===== src/rtl/cargador_instrucciones.sv =====
// Program loader: packs UART bytes (MSB first) into instruction words and writes them to instruction RAM.
// Optional macro LOADER_CHECKSUM_EN adds a trailing XOR checksum byte after the halt word.
module cargador_instrucciones #(
    parameter int len                = 32,
    parameter int LEN_DATA           = 8,
    parameter int cant_instrucciones = 64,
    parameter logic [len-1:0] HALT_WORD = 32'hFFFFFFFF
) (
    input  logic                                  clk,
    input  logic                                  reset,
    input  logic                                  start,
    input  logic                                  rx_done,
    input  logic [LEN_DATA-1:0]                   uart_data_in,
    output logic [len-1:0]                        addr_mem_inst,
    output logic [len-1:0]                        ins_to_mem,
    output logic                                  write_enable_ram_inst,
    output logic                                  busy,
    output logic                                  done,
    output logic                                  error,
    output logic [$clog2(cant_instrucciones):0]   word_count,
    output logic [2:0]                            state_dbg
);

    localparam int BPW   = len / LEN_DATA;
    localparam int IDX_W = (BPW > 1) ? $clog2(BPW) : 1;
    localparam int WC_W  = $clog2(cant_instrucciones) + 1;

    typedef enum logic [2:0] {
        IDLE   = 3'd0,
        RECV   = 3'd1,
        WRITE  = 3'd2,
        DONE_S = 3'd3,
        CHECK  = 3'd4
    } state_t;

    state_t               state;
    logic [IDX_W-1:0]     byte_idx;
    logic [len-1:0]       shift_reg;
    logic [len-1:0]       shifted;
    logic                 last_byte;
    logic                 mem_full;
`ifdef LOADER_CHECKSUM_EN
    logic [LEN_DATA-1:0]  csum;
`endif

    assign shifted   = {shift_reg[len-LEN_DATA-1:0], uart_data_in};
    assign last_byte = (byte_idx == IDX_W'(BPW - 1));
    assign mem_full  = ((word_count + WC_W'(1)) == WC_W'(cant_instrucciones));
    assign state_dbg = state;

    always_ff @(posedge clk) begin
        if (reset) begin
            state                 <= IDLE;
            addr_mem_inst         <= '0;
            ins_to_mem            <= '0;
            write_enable_ram_inst <= 1'b0;
            busy                  <= 1'b0;
            done                  <= 1'b0;
            error                 <= 1'b0;
            word_count            <= '0;
            byte_idx              <= '0;
            shift_reg             <= '0;
`ifdef LOADER_CHECKSUM_EN
            csum                  <= '0;
`endif
        end else begin
            case (state)
                IDLE, DONE_S: begin
                    // A byte arriving together with start is deliberately dropped.
                    if (start) begin
                        state         <= RECV;
                        addr_mem_inst <= '0;
                        word_count    <= '0;
                        done          <= 1'b0;
                        error         <= 1'b0;
                        busy          <= 1'b1;
                        byte_idx      <= '0;
                        shift_reg     <= '0;
`ifdef LOADER_CHECKSUM_EN
                        csum          <= '0;
`endif
                    end
                end
                RECV: begin
                    if (rx_done) begin
                        shift_reg <= shifted;
`ifdef LOADER_CHECKSUM_EN
                        csum      <= csum ^ uart_data_in;
`endif
                        if (last_byte) begin
                            byte_idx              <= '0;
                            ins_to_mem            <= shifted;
                            write_enable_ram_inst <= 1'b1;
                            state                 <= WRITE;
                        end else begin
                            byte_idx <= byte_idx + IDX_W'(1);
                        end
                    end
                end
                WRITE: begin
                    write_enable_ram_inst <= 1'b0;
                    addr_mem_inst         <= addr_mem_inst + len'(1);
                    word_count            <= word_count + WC_W'(1);
                    if (ins_to_mem == HALT_WORD) begin
`ifdef LOADER_CHECKSUM_EN
                        // A byte landing on the halt strobe is already the checksum byte.
                        if (rx_done) begin
                            state <= DONE_S;
                            busy  <= 1'b0;
                            done  <= 1'b1;
                            error <= (uart_data_in != csum);
                        end else begin
                            state <= CHECK;
                        end
`else
                        state <= DONE_S;
                        busy  <= 1'b0;
                        done  <= 1'b1;
                        error <= 1'b0;
`endif
                    end else if (mem_full) begin
                        state <= DONE_S;
                        busy  <= 1'b0;
                        done  <= 1'b1;
                        error <= 1'b1;
                    end else begin
                        state <= RECV;
                        // Keep a byte that arrived during the strobe as byte 0 of the next word.
                        if (rx_done) begin
                            shift_reg <= shifted;
                            byte_idx  <= IDX_W'(1);
`ifdef LOADER_CHECKSUM_EN
                            csum      <= csum ^ uart_data_in;
`endif
                        end
                    end
                end
`ifdef LOADER_CHECKSUM_EN
                CHECK: begin
                    if (rx_done) begin
                        state <= DONE_S;
                        busy  <= 1'b0;
                        done  <= 1'b1;
                        error <= (uart_data_in != csum);
                    end
                end
`endif
                default: state <= IDLE;
            endcase
        end
    end

endmodule

===== config.mk =====
export PLATFORM = sky130hd
export DESIGN_NAME = cargador_instrucciones
export DESIGN_NICKNAME = d
export VERILOG_FILES = /design/src/rtl/cargador_instrucciones.sv
export SDC_FILE = /design/constraint.sdc
export NUM_CORES = 1
export LEC_CHECK = 0
export CAP_MARGIN = 20
export CORE_UTILIZATION = 46
export DETAILED_ROUTE_END_ITERATION = 10
export PLACE_DENSITY = 0.78
export SYNTH_ARGS = -nofsm -noshare
export SYNTH_HDL_FRONTEND = slang
export SYNTH_SLANG_ARGS = --single-unit

===== constraint.sdc =====
create_clock -name clk -period 5.9 [get_ports clk]
set_clock_uncertainty 0.15 [all_clocks]
set_input_delay 0.59 -clock clk [delete_from_list [all_inputs] [get_ports clk]]
set_output_delay 0.59 -clock clk [all_outputs]
set_load 0.03 [all_outputs]

### Word-level counts from Yosys, hierarchy flattened

Cells that the tools add are included.

* register bits: 112
* input bits: 12
* output and inout bits: 78
* word-level logic and storage cells: 72

* $add $sub $neg: 3
* eq/ne operators: 13
* multiplexer cells: 34
* reductions and logical operators: 12

Operators by type and width (number)
* 32-bit 2-to-1 mux: 4
* 32-bit case mux with 3 select lines: 1
* 32-bit case mux with 2 select lines: 1
* 32-bit by 1-bit adder with 32-bit output, second input constant: 1
* 32-bit equality test, second input constant: 1
* 2-bit 2-to-1 mux: 8
* 7-bit case mux with 2 select lines: 1
* 2-bit inequality test, second input constant: 6
* 3-bit AND reduction: 4
* 1-bit 2-to-1 mux: 9
* 3-bit 2-to-1 mux: 3
* 3-bit case mux with 3 select lines: 1
* 1-bit case mux with 2 select lines: 4
* 7-bit by 1-bit adder with 7-bit output, second input constant: 1
* 7-bit equality test, second input constant: 1
* 7-bit 2-to-1 mux: 1
* 3-bit by 2-bit equality test with 1-bit output, second input constant: 2
* 2-bit case mux with 3 select lines: 1
* 6-bit AND reduction: 1
* 4-bit AND reduction: 1
* 2-bit nonzero test: 2
* 3-bit by 1-bit equality test with 1-bit output, second input constant: 1
* 3-bit logical NOT: 1
* 3-bit inequality test, second input constant: 1
* 5 further kinds: 5

### Longest topological paths before layout

Gate-level depths: netlist of run 1.

* word-level depth: 5
* depth in mapped cells: 9
* depth with buffers taken out: 8

### Worst setup path after synthesis of run 1

Ideal clock, no wire load.

* path kind: register to register
* start point: register state[0], in the netlist state_dbg[0]
* end point: register addr_mem_inst[30]
* setup time: 71 ps
* arrival time: 2328 ps
* data required time: 5679 ps
* slack: 3351 ps
* stages on the path, launching flop included: 8
* path buffers: 0
* period minus slack after synthesis: 2549 ps
* cell sequence: dfxtp_1 inv_1 ha_1 mux2i_1 nor4_4 nand2_2 or4_1 a21oi_1

* longest elaborated chain between the ends: 4
* elaborated cells between the ends (all ways): 8
* those cells by class: 3 x eq/ne; 1 x mux; 4 x reduce/logical

RTL lines
* start: declaration: RTL line 36 `state_t state;`
* start signal: assignment: RTL line 53 `state <= IDLE;`
* start signal: assignment: RTL line 71 `state <= RECV;`
* start signal: assignment: RTL line 94 `state <= WRITE;`
* 3-bit by 2-bit equality test with 1-bit output or 3-bit logical NOT (tied branches): RTL line 67 `case (state)`
* 2-bit OR reduction: RTL line 67
* 2-bit inequality test (no source line) or 2-bit nonzero test (tied branches)
* 2-bit AND reduction (no source line)
* end signal: assignment: RTL line 102 `addr_mem_inst <= addr_mem_inst + len'(1);`
* end: declaration: RTL line 14 `output logic [len-1:0] addr_mem_inst,`

Parallel ways exist; a longest one is shown, timed or not.
A chain may end at the register's enable or synchronous reset.

### Worst setup path in the final report of run 1

* start point: register state[0], in the netlist state_dbg[0]
* end point: register addr_mem_inst[23]

Same word-level chain as after synthesis.

==> results of run 1 <==
power by group through the flow:
stage | registers (uW) | logic, uW | clock network (uW)
CTS | 760 | 413 | 416
detailed placement | 777 | 410 | 0
global placement | 774 | 400 | 0
finish | 761 | 420 | 404
global route | 766 | 467 | 441
floorplan | 795 | 286 | 0
synth_stat cells (3+ instances only):
cell type  number
buf_2           4
nor4_1          4
mux2i_1         3
ha_1            7
nand3_1        19
a21oi_1        66
or4_1           4
dfxtp_1       103
nor2_1         44
xor2_1         17
nor3b_1         3
inv_1           5
and3_1          4
o21ai_0        10
and4_1          3
nand2_1       110
or3_1           4
or3b_1         24
nor3_1         11
buf_4           3
xnor2_1         9
nand4_1        17
a22oi_1         4
clkbuf_1       27
worst max-delay path: stages (launching register included):
cell and delay (ns):
dfxtp_1 0.41, inv_1 0.07, ha_1 0.81, mux2i_2 0.24
buf_4 0.27, nor4_2 0.61, nand3_1 0.23, or3_1 0.35
a21oi_1 0.14
kinds of logic after synthesis:
kind of cell    share of synthesized area, %
compound gates                          12.6
xor+xnor                                5.15
fa+ha+maj                               1.98
buf+inv                                 3.76
flops                                   46.6
mux                                    0.679
other cells                           0.0848
simple gates                            29.1
metal layers:
| layer | track usage, % | vias to the layer above | part of all wire [%] |
|---|---|---|---|
| met1 | 27.9 | 1840 | 46 |
| met3 | 4.67 | 9 | 5.8 |
| li1 | - | 1984 | - |
| met2 | 32.6 | 115 | 47 |
| met4 | 6.35 | 0 | 1.3 |
| met5 | 0 | - | 0 |
worst paths after layout:
kind | start | end | cells past startpoint | slack, ns
min | shift_reg[22] | ins_to_mem[30] | 2 | 0.31
min reg2reg | shift_reg[22] | ins_to_mem[30] | 2 | 0.31
max reg2reg | state_dbg[0] | addr_mem_inst[23] | 8 | 2.57
max | state_dbg[0] | addr_mem_inst[23] | 8 | 2.57
layout make-up:
class,instances,area (sq um)
Clock inverter,6,47.5
Sequential cell,103,2060
Timing Repair Buffer,94,940
Clock buffer,10,128
Inverter,5,18.8
Fill cell,832,3730
Tap cell,129,161
Multi-Input combinational cell,391,2200
per-stage QoR:
step / power (uW) / std cells / util, %
final: 1580 / 738 / 59.9
after global routing: 1670 / 738 / 59.9
after CTS: 1590 / 736 / 59.6
after detailed placement: 1190 / 720 / 57.7
after global placement: 1170 / 719 / 57.5
after floorplan: 1080 / 534 / -
==> impl_results.md, run 1 <==
- Initial antenna violation count: 0
- Layout cells sized above 1: 5.25%
- Logic gate share of total power: 26.5%
- Minimum clock period: 3.33 ns
- Post-synth ARST share: 0%
- Most frequent cells in the layout: 110 x nand2_1, 103 x dfxtp_1, 87 x clkdlybuf4s50_1
- Die Y: 100 um
- Synth-to-layout area growth: 25.7%
- WS Path Type: flop to flop
- Ranking of synthesized cells by area: dfxtp_1 47%, nand2_1 9.3%, a21oi_1 7.5%
- Clk Latency, worst-skew pair: 0.37 ns
- Setup Viol. Count Final: 0
- CTS tree: yes
- Avg Synthesized Cell Area: 8.28 sq um
- Number of hold buffers added after CTS: 0
- Syn Nets: 553
- Drt pass-1 iters: 4
- Clk root buf: clkbuf_8
- PortBufs: 88
- Initial core utilization: 47.6%
- Rows: 35
- Max VDD drop: 0.170 mV
- Gp weighted congestion: 0.779
- Flops & latches, synth: 103
- Routed WL: 10100 um
- Die width: 100 um
- Worst min path class: flop to flop
- Total negative slack: 0 ns
- Global route overflow: 0
- Wirelength per Cell: 13.7 um
- Clock Power Share: 25.5%
- Via/cell ratio: 5.35
- Design Area, Final: 5560 sq um
- Crit share post-route: 56.5%
- Number of synthesized flops with an enable pin: 0
- Post-Syn Area: 4420 sq um
- Leakage Power: 0.00178 uW
- NetSw: 563 uW
- Placed instance area: 5360 sq um
- Cell taking the most area after synthesis: dfxtp_1
- Ys Warns: 0
- Maximum clock rate: 300 MHz
- Largest net degree at the start of global routing: 73
- H-Tree Depth: 3
- Initial DRC count: 231
- Crit path DAT: 3.48 ns
- Synth cell types: 48
- Post-CTS Setup Inserts: 0
- Inserted Diodes: 0
- Cells after Synth: 534
- Commonest non-fill, non-tap cell in the layout: nand2_1
- Deepest clock path buffer count: 2
- Number of buffers created by CTS: 9
- Int Power: 1020 uW
- Hold slack: 0.308 ns
- Final net count: 623
- Final hold violations: 0
- Vias in the first global route: 3488
- Status: finished, final reports clean
- Pre-CTS setup slack: 2.56 ns
- Area fraction of the dominant cell type after synthesis: 46.6%
- Cell Pwr Density: 285 nW/um^2
- CP max FO: 30
- Sw Ratio: 35.6%
- Core area: 9280 sq um
- Required time of the critical path: 6.05 ns
- Sink Count: 103
- Final ANT Viol Nets: 0
- Full die area: 10000 sq um
- Hpwl dp: 6940 um
- Register area share after synthesis: 46.6%
- Crit start category: flop
- Pins Over Slew Limit: 0
- Vias: 3948
- Clk slew on worst S/H paths: 0.09 ns
- Slew @ Worst Pin: 0.790 ns
- Resize count post-CTS: 0
- RSZ-0062 raised after global routing: no
- First-pass GRT wire length: 16700 um
- Synth Flop Type: dfxtp_1
- Max_cap viols: 0
- Worst Setup Slack, final: 2.57 ns
- GR Util All Layers: 20.5%
- CP endpoint kind: flop
- Reg power frac: 48.0%
- Relative slew slack: 47.3%
- Detailed-route DRC error count: 0
- IO Pins: 90
(Power assumes the default switching activity.)
==> run 2: changes to the inputs <==
- clock period: 5.9 -> 3.5 ns (I/O delays scaled with it)
==> run 2 against run 1 <==
Total power up 74%; via count down 1.2%; sequential cell count unchanged; sequential share of layout area down 0.15 points; clock-buffer cell count unchanged; non-clock buffer count up 2; fmax up 26%; highest routed layer unchanged.
==> impl_results.md, run 2 (synthesis gave the netlist of run 1 again) <==
- Slew @ Worst Pin: 0.736 ns
- Met2 WL: 4880 um
- Largest net degree at the start of global routing: 50
- GR Util All Layers: 21.4%
- Cell Pwr Density: 495 nW/um^2
- Rows: 35
- Most frequent cells in the layout: 110 x nand2_1, 103 x dfxtp_1, 87 x clkdlybuf4s50_1
- Tot Pwr: 2760 uW
- RSZ-0062 raised after global routing: no
- Sink Count: 103
- Post-CTS Setup Inserts: 0
- Design Area, Final: 5580 sq um
- Deepest clock path buffer count: 2
- Initial antenna violation count: 0
- WS Path Type: flop to flop
- Clk slew on worst S/H paths: 0.10 ns
- Hpwl dp: 7080 um
- Global route overflow: 0
- Layout cells sized above 1: 5.57%
- Via/cell ratio: 5.28
- CP max FO: 48
- Max_cap viols: 0
- PortBufs: 88
- Dpl cells: 724
- Crit start category: flop
- Detailed-route DRC error count: 0
- Full die area: 10000 sq um
- Placed instance area: 5380 sq um
- Initial core utilization: 47.6%
- Relative slew slack: 50.5%
- Vias: 3899
- H-Tree Depth: 3
- Commonest non-fill, non-tap cell in the layout: nand2_1
- CP endpoint kind: flop
- Crit path cell chain: ha_1 > and3_1 > nor3b_1 > o32ai_2 > o211ai_2 > buf_4 > or3b_1 > a21oi_1
- Crit path DAT: 2.79 ns
- Met3 WL: 467 um
- Gp weighted congestion: 0.802
- First-pass GRT wire length: 17100 um
- Final hold violations: 0
- Maximum clock rate: 379 MHz
- Wirelength per Cell: 13.6 um
- CTS tree: yes
- Number of hold buffers added after CTS: 0
- Leakage Power: 0.00180 uW
- Synth-to-layout area growth: 26.2%
- Final net count: 625
- Clk root buf: clkbuf_8
- IO Pins: 90
- Status: finished, final reports clean
- Setup Viol. Count Final: 0
- Clk Latency, worst-skew pair: 0.37 ns
- Inserted Diodes: 0
- Non-Filler Instances: 739
- Die width: 100 um
- Pins Over Slew Limit: 0
- Crit path largest cell delay: 0.46 ns
- Vias in the first global route: 3652
- Metal1 wirelength: 4570 um
- CP max-delay cell: dfxtp_1
- Final ANT Viol Nets: 0
- Drt pass-1 iters: 5
- Core area: 9280 sq um
- Resize count post-CTS: 0
- Die Y: 100 um
- Number of buffers created by CTS: 9
- Max VDD drop: 0.287 mV
- Initial DRC count: 161
- Crit share post-route: 75.5%
- DR top layer: met4
- Minimum clock period: 2.64 ns
- Routed WL: 10100 um
- Required time of the critical path: 3.64 ns
- Worst min path class: primary input to flop
- Total negative slack: 0 ns
[run 2: layout make-up]
cell class	count	area (sq um)
fill	838	3700
tap	129	161
timing repair buffer	96	936
clock buffer	10	138
sequential	103	2060
multi-input combinational	391	2200
clock inverter	5	63.8
inverter	5	18.8
[run 2: power breakdown]
part           internal, uW  switching [uW]
registers              1230            53.8
clock network           355             404
logic                   232             488
total                  1820             945
[run 2: routing by layer]
layer	vias up	track usage (%)
li1	1992	-
met3	10	5.71
met2	87	35.0
met4	0	7.58
met5	-	0
met1	1810	27.2
[run 2: metrics by stage]
| step | util (%) | hold slack, ns | setup WS, ns |
|---|---|---|---|
| finish | 60.1 | 0.266 | 0.858 |
| global route | 60.1 | 0.252 | 0.635 |
| CTS | 60.1 | 0.240 | 0.890 |
| detailed placement | 57.9 | 0.296 | 0.910 |
| global placement | 57.9 | 0.289 | 0.949 |
| floorplan | - | 0.282 | 0.951 |
[run 2: worst max-delay path: cells and delay by family, from the launching register on]
kind                       cells  cell delay (ns)
and+or+nand+nor                3             0.69
buffers and inverters          1             0.26
adders and majority gates      1             0.30
AOI/OAI and AO/OA              3             0.69
DFF                            1             0.46
[run 2: worst paths after layout]
kind	start	to	slack, ns	cells after the start
max	word_count[0]	shift_reg[18]	0.86	8
min	reset	ins_to_mem[6]	0.27	2
max reg2reg	word_count[0]	shift_reg[18]	0.86	8
min reg2reg	shift_reg[16]	shift_reg[16]	0.30	2
==> run 3: changes to the inputs <==
- PLACE_DENSITY: 0.78 -> 0.81
- clock period: 3.5 -> 2.4 ns (I/O delays scaled with it)
==> run 3 against run 2 <==
Sequential cell count did not move; wire length increased by 4.5%; die area unchanged; largest cell class unchanged.
==> impl_results.md, run 3 (synthesis gave the netlist of run 1 again) <==
- Total negative slack: 0 ns
- Worst Setup Slack, final: 0.107 ns
- Clk slew on worst S/H paths: 0.10 ns
- Crit path largest cell delay: 0.56 ns
- Minimum clock period: 2.29 ns
- Vias: 4064
- Initial antenna violation count: 0
- Initial DRC count: 182
- Clk Latency, worst-skew pair: 0.36 ns
- Worst reg2reg startpoint: ins_to_mem[14]
- Non-Filler Instances: 756
- Leakage Power: 0.00190 uW
- Top delay family on crit path: simple AND/OR/NAND/NOR gates
- Full die area: 10000 sq um
- Reg2reg path depth: 8
- CP bufs+invs: 2
- CTS tree: yes
- Core area: 9280 sq um
- Crit path cell chain: nand4_1 > nor4_1 > buf_4 > a31oi_2 > o211ai_2 > buf_12 > or3b_1 > a21oi_1
- Worst min path class: primary input to flop
- First-pass GRT wire length: 17400 um
- H-Tree Depth: 3
- Routed WL: 10500 um
- IO Pins: 90
- Vias in the first global route: 3789
- Pre-CTS setup slack: 0.111 ns
- Drt pass-1 iters: 5
- R2r endpoint: shift_reg[21]
- GR Util All Layers: 21.4%
- Sink Count: 103
- Tot Pwr: 4300 uW
- CP max FO: 48
- Max VDD drop: 0.589 mV
- Slew @ Worst Pin: 0.590 ns
- CP endpoint kind: flop
- Critical path origin: ins_to_mem[14]
- Detailed-route DRC error count: 0
- Die Y: 100 um
- Deepest clock path buffer count: 2
- CP max-delay cell: nor4_1
- Dpl cells: 739
- Wirelength per Cell: 13.9 um
- Inserted Diodes: 0
- R2r setup slk: 0.11 ns
- Setup Viol. Count Final: 0
- Largest net degree at the start of global routing: 55
- Final hold violations: 0
- Number of buffers created by CTS: 9
- Layout cells sized above 1: 9.41%
- Worst path depth: 8
- Initial core utilization: 47.6%
- RSZ-0062 raised after global routing: no
- Relative slew slack: 60.3%
- Pins Over Slew Limit: 0
- Maximum clock rate: 436 MHz
- WS Path Type: flop to flop
- Clk root buf: clkbuf_8
- PortBufs: 88
- Crit path DAT: 2.36 ns
- Hpwl dp: 7490 um
- Final net count: 641
- Crit share post-route: 95.5%
- Number of hold buffers added after CTS: 0
- Commonest non-fill, non-tap cell in the layout: nand2_1
- Crit path to: shift_reg[21]
- Final ANT Viol Nets: 0
- Rows: 35
- Crit start category: flop
- Global route overflow: 0
- Max_cap viols: 0
- Required time of the critical path: 2.47 ns
- Status: finished, final reports clean
- Hold slack: 0.151 ns
- Synth-to-layout area growth: 30.6%
- Gp weighted congestion: 0.807
- Cell Pwr Density: 744 nW/um^2
- Die width: 100 um
- Via/cell ratio: 5.38
- Most frequent cells in the layout: 110 x nand2_1, 98 x dfxtp_1, 87 x clkdlybuf4s50_1
run 3: per-stage QoR:
stage / utilization, % / instance area (sq um)
global route: 62.2 / 5780
detailed placement: 59.3 / 5510
floorplan: - / 4430
finish: 62.2 / 5780
CTS: 61.9 / 5750
global placement: 59.3 / 5510
run 3: layer usage:
layer	GRT usage [%]	wire length [um]	share of wire, %
met4	6.24	185	1.8
met5	0	0	0
met3	4.53	410	3.9
met1	28.1	4890	46
met2	35.6	5060	48
run 3: final cells by class:
cell class                 count  area, sq um
clock buffer                  11          151
clock inverter                 5         86.3
sequential                   103         2070
inverter                       5         18.8
tap                          129          161
fill                         792         3510
multi-input combinational    391         2220
timing repair buffer         112         1070
run 3: worst min-delay path by stage:
| stage | slack [ns] | start | cells past startpoint | to |
|---|---|---|---|---|
| final | 0.15 | reset | 3 | state_dbg[0] |
| after CTS | 0.15 | reset | 3 | ins_to_mem[31] |
| after detailed placement | 0.30 | shift_reg[22] | 2 | shift_reg[22] |
| after global routing | 0.17 | reset | 3 | state_dbg[0] |
| after global placement | 0.29 | shift_reg[21] | 2 | shift_reg[21] |
| after floorplan | 0.23 | uart_data_in[0] | 2 | ins_to_mem[0] |
run 3: what timing repair did:
item / in CTS / in global routing
setup endpoints to repair: 0 / 20
setup buffers: 0 / 1
gates resized for setup: 0 / 6
run 3: power by group:
| group | internal (uW) | total [uW] | switching, uW |
|---|---|---|---|
| Clock | 655 | 1260 | 602 |
| Combinational | 431 | 1180 | 744 |
| Sequential | 1800 | 1870 | 69.8 |
| Total | 2880 | 4300 | 1420 |
run 3: worst register-to-register path, delay by kind of cell (launching register included):
family          cells  cell delay (ns)
flops               1             0.43
buf+inv             2             0.45
compound gates      3             0.29
simple gates        3             0.84
